--- src/rtl/arb_mux_n.sv ---
// Packet-aware round-robin arbiter/mux: N flit channels share one registered
// output slot; a multi-flit packet keeps the output locked until its tail.
module arb_mux_n #(
  parameter int NUM_IN     = 4,
  parameter int DATA_WIDTH = 32
) (
  input  logic                         clk,
  input  logic                         rstn,
  input  logic [NUM_IN-1:0]            valid_i,
  input  logic [NUM_IN-1:0]            head_i,
  input  logic [NUM_IN-1:0]            tail_i,
  input  logic [NUM_IN*DATA_WIDTH-1:0] data_i,
  output logic [NUM_IN-1:0]            ready_o,
  output logic [NUM_IN-1:0]            grant_o,
  output logic                         valid_o,
  output logic                         head_o,
  output logic                         tail_o,
  output logic [DATA_WIDTH-1:0]        data_o,
  input  logic                         ready_i
);

  localparam int IW = (NUM_IN > 1) ? $clog2(NUM_IN) : 1;

  typedef enum logic {IDLE, LOCKED} state_t;

  state_t                state;
  logic [IW-1:0]         lock_idx;
  logic [IW-1:0]         last_idx;
  logic [IW-1:0]         gnt_idx;
  logic [IW-1:0]         scan_idx;
  logic [NUM_IN-1:0]     cand;
  logic                  found;
  logic                  slot_free;
  logic                  xfer;
  logic [DATA_WIDTH-1:0] sel_data;
  logic                  sel_head;
  logic                  sel_tail;

  // Grant selection: locked owner only, or first head candidate after last_idx.
  always_comb begin
    cand     = valid_i & head_i;
    grant_o  = '0;
    gnt_idx  = '0;
    scan_idx = '0;
    found    = 1'b0;
    if (state == LOCKED) begin
      gnt_idx = lock_idx;
      if (valid_i[lock_idx]) grant_o[lock_idx] = 1'b1;
    end else begin
      for (int unsigned i = 0; i < NUM_IN; i++) begin
        scan_idx = IW'((32'(last_idx) + 1 + i) % NUM_IN);
        if (!found && cand[scan_idx]) begin
          found   = 1'b1;
          gnt_idx = scan_idx;
        end
      end
      if (found) grant_o[gnt_idx] = 1'b1;
    end
    if (!rstn) grant_o = '0;
  end

  always_comb begin
    slot_free = !valid_o || ready_i;
    ready_o   = grant_o & {NUM_IN{slot_free}};
    xfer      = |(valid_i & ready_o);
    sel_head  = |(head_i & grant_o);
    sel_tail  = |(tail_i & grant_o);
    sel_data  = '0;
    for (int unsigned k = 0; k < NUM_IN; k++) begin
      if (grant_o[k]) sel_data = sel_data | data_i[k*DATA_WIDTH +: DATA_WIDTH];
    end
  end

  always_ff @(posedge clk) begin
    if (!rstn) begin
      state    <= IDLE;
      lock_idx <= '0;
      last_idx <= IW'(NUM_IN - 1);
      valid_o  <= 1'b0;
      head_o   <= 1'b0;
      tail_o   <= 1'b0;
      data_o   <= '0;
    end else begin
      if (xfer) begin
        valid_o <= 1'b1;
        data_o  <= sel_data;
        head_o  <= sel_head;
        tail_o  <= sel_tail;
      end else if (ready_i) begin
        valid_o <= 1'b0;
      end

      if (xfer) begin
        case (state)
          IDLE: begin
            if (sel_tail) begin
              last_idx <= gnt_idx;
            end else begin
              state    <= LOCKED;
              lock_idx <= gnt_idx;
            end
          end
          LOCKED: begin
            if (sel_tail) begin
              state    <= IDLE;
              last_idx <= lock_idx;
            end
          end
          default: state <= IDLE;
        endcase
      end
    end
  end

endmodule

--- config.mk ---
export PLATFORM = sky130hd
export DESIGN_NAME = arb_mux_n
export DESIGN_NICKNAME = d
export VERILOG_FILES = /design/src/rtl/arb_mux_n.sv
export SDC_FILE = /design/constraint.sdc
export NUM_CORES = 1
export LEC_CHECK = 0
export CORE_MARGIN = 3
export CORE_UTILIZATION = 32
export DETAILED_ROUTE_END_ITERATION = 12
export GPL_ROUTABILITY_DRIVEN = 0
export GPL_TIMING_DRIVEN = 0
export PLACE_DENSITY = 0.75
export SYNTH_ARGS = -nofsm -noshare
export SYNTH_HDL_FRONTEND = slang
export SYNTH_SLANG_ARGS = --single-unit
export TNS_END_PERCENT = 50
--- constraint.sdc ---
create_clock -name clk -period 5.9 [get_ports clk]
set_clock_uncertainty 0.05 [all_clocks]
set_input_delay 0.59 -clock clk [delete_from_list [all_inputs] [get_ports clk]]
set_output_delay 0.59 -clock clk [all_outputs]
set_load 0.01 [all_outputs]
==> flow_metrics.env <==
export IMPL_status="finished, final reports clean"
export IMPL_drt_total_wl_um=10000
export IMPL_num_vias=3007
export IMPL_ys_types=40
export IMPL_grt_setup_unrepaired="no"
export IMPL_cts_clk_slew_worst_paths_ns=0.07
export IMPL_synth_cells=259
export IMPL_detail_route_antenna_nets=0
export IMPL_worst_setup_path_end_kind="primary output"
export IMPL_crit_buf_inv=3
export IMPL_synth_edf_count=0
export IMPL_die_height_um=91.5
export IMPL_hold_violations=0
export IMPL_postCtsResizedCells=0
export IMPL_finalSetupViolCount=0
export IMPL_critPathLaunchType="input pin"
export IMPL_place_hpwl_um=7840
export IMPL_finalNonFillerCells=547
export IMPL_coreArea_um2=6940
export IMPL_drt_initial_drc_count=127
export IMPL_ys_flop_type="dfxtp_1"
export IMPL_max_stage_delay_ns=0.58
export IMPL_multiInputGateArea_um2=1400
export IMPL_max_vdd_ir_drop_mv=0.109
export IMPL_critPathSlowestCell="o31ai_4"
export IMPL_syn_area_per_cell_um2=9.03
export IMPL_nNetsFinal=593
export IMPL_dp_worst_setup_slack_ns=1.76
export IMPL_final_util_pct=63.3
export IMPL_grt_util_all_layers_pct=23.4
export IMPL_antenna_found_initial=0
export IMPL_path_max_fanout=10
export IMPL_max_slew_margin_pct=55.7
export IMPL_critPathRequiredTime_ns=5.26
export IMPL_htree_levels=2
export IMPL_ys_ff_latch=40
export IMPL_dp_cells=539
export IMPL_drv_slew=0
export IMPL_synth_async_reset_ratio_pct=0
export IMPL_setup_ws_ns=1.75
export IMPL_setup_tns_ns=0
export IMPL_synthTopCellsByArea="dfxtp_1, a22oi_1, a311oi_1, a311oi_2, nor2_1"
export IMPL_cts_sinks=40
export IMPL_cts_tree="done"
export IMPL_port_buffers=184
export IMPL_cts_made_buffers=5
export IMPL_place_area_um2=4300
export IMPL_fmax_ghz=0.241
export IMPL_die_x_um=91.5
export IMPL_syn_num_nets=402
export IMPL_cp_top_family="buffers and inverters"
export IMPL_postCtsHoldBufs=0
export IMPL_yosysWarnings=0
export IMPL_yosysTopAreaCellShare_pct=34.2
export IMPL_start_util_pct=33.7
export IMPL_postCtsSetupBuffers=0
export IMPL_drc_errors=0
export IMPL_worstPathCellList="clkdlybuf4s50_1 > nand2_1 > o31ai_1 > nor3_4 > o31ai_4 > clkbuf_1 > and2_1 > clkdlybuf4s50_1"
export IMPL_power_density_nw_per_um2=252
export IMPL_drive_gt1_share_pct=7.32
export IMPL_drt_pre_antenna_iters=5
export IMPL_ioPinCount=186
export IMPL_fin_area_um2=4400
export IMPL_hold_path_class="reg2reg"
export IMPL_ff_latch_area_um2=801
export IMPL_grt_max_degree=13
export IMPL_fp_dieArea_um2=8370
export IMPL_grt_overflow_total=0
export IMPL_grt_pass1_wl_um=15900
export IMPL_yosysTopAreaCell="dfxtp_1"
export IMPL_grt_pass1_vias=3141
export IMPL_cts_root_buffer="clkbuf_8"
export IMPL_fillerInstances=622
export IMPL_critical_path_class="in2out"
export IMPL_yosysSeqAreaShare_pct=34.2
export IMPL_tightest_slew_ns=0.665
export IMPL_drt_vias_per_instance=5.50
export IMPL_fin_crit_ns=4.15
export IMPL_rows=30
export IMPL_leakage_nw=1.46
export IMPL_cap_violations=0
export IMPL_fin_crit_sh_pct=70.3
export IMPL_synthToLayoutAreaGrowth_pct=87.9
export IMPL_antenna_cells=0
export IMPL_cp_arrival_ns=3.51
export IMPL_cts_buffer_depth=2
export IMPL_insertion_delay_ns=0.29
export IMPL_routedWlPerCell_um=18.3
export IMPL_syn_area_um2=2340
export IMPL_cp_common_cell="clkdlybuf4s50_1"
synthesized netlist by cell type (all sizes together), types with 2 or more instances:
cell    number
o31ai        3
inv          4
nor3         2
dfxtp       40
a22oi       68
buf         11
clkbuf      15
nor2        33
nand4b       2
nand3        3
nor2b        2
nand2       12
mux2i        3
and2         6
a311oi      34
a21oi        3
a31o         2
metal layers:
metal / GRT usage (%) / part of all wire (%) / up-vias
li1: - / - / 1428
met1: 26.5 / 39 / 1433
met2: 43.0 / 51 / 136
met3: 6.96 / 8.1 / 10
met4: 5.15 / 1.3 / 0
met5: 0 / 0 / -
per-stage QoR:
| stage | hold WS, ns | total power, mW |
|---|---|---|
| 3_3_place_gp | 0.431 | 0.912 |
| 4_1_cts | 0.452 | 1.12 |
| 6_report | 0.449 | 1.11 |
| 2_1_floorplan | 0.416 | 0.631 |
| 5_1_grt | 0.477 | 1.18 |
| 3_5_place_dp | 0.441 | 0.922 |
layout by cell type (no fill, tap or decap), types with 3 or more instances in the layout:
cell and instances:
a21oi_1 3, a22oi_1 68, a311oi_1 23, a311oi_2 11, and2_1 6, buf_2 7, clkbuf_1 16, clkbuf_8 6
clkdlybuf4s50_1 184, dfxtp_1 40, inv_1 4, mux2i_1 3, nand2_1 12, nand3_1 3, nor2_1 33
tightest hold or removal path: stages (launching register included):
cell and delay (ns):
dfxtp_1 0.31, nor2_1 0.09, a311oi_1 0.05
cells by family after synthesis:
| kind of cell | Yosys count | share of synthesized area, % |
|---|---|---|
| simple gates | 63 | 12.6 |
| flops | 40 | 34.2 |
| compound gates | 121 | 45.6 |
| mux | 4 | 1.76 |
| buf+inv | 31 | 5.83 |
registers in the layout (all words and copies together) (netlist names):
signal	flops
state	1
tail_o	1
last_idx	2
valid_o	1
lock_idx	2
data_o	32
head_o	1
power breakdown:
group          internal (mW)  switching [mW]  total [mW]
combinational          0.292           0.252       0.545
clock                 0.0951          0.0971       0.192
sequential             0.334          0.0362       0.370
cell type report:
class	instances	share of cell area, %
Inverter	5	0.427
Timing Repair Buffer	184	41.9
Multi-Input combinational cell	188	31.9
Clock buffer	7	1.96
Tap cell	96	2.73
Sequential cell	40	18.2
Buffer	26	2.68
Clock inverter	1	0.171
worst paths after layout:
| check | slack [ns] | from | depth (start not counted) | to |
|---|---|---|---|---|
| hold reg to reg | 0.45 | data_o[9] | 2 | data_o[9] |
| setup reg to reg | 3.22 | last_idx[1] | 8 | data_o[27] |
| setup / recovery | 1.75 | valid_i[1] | 8 | ready_o[3] |
| hold / removal | 0.45 | data_o[9] | 2 | data_o[9] |
(Power assumes the default switching activity.)
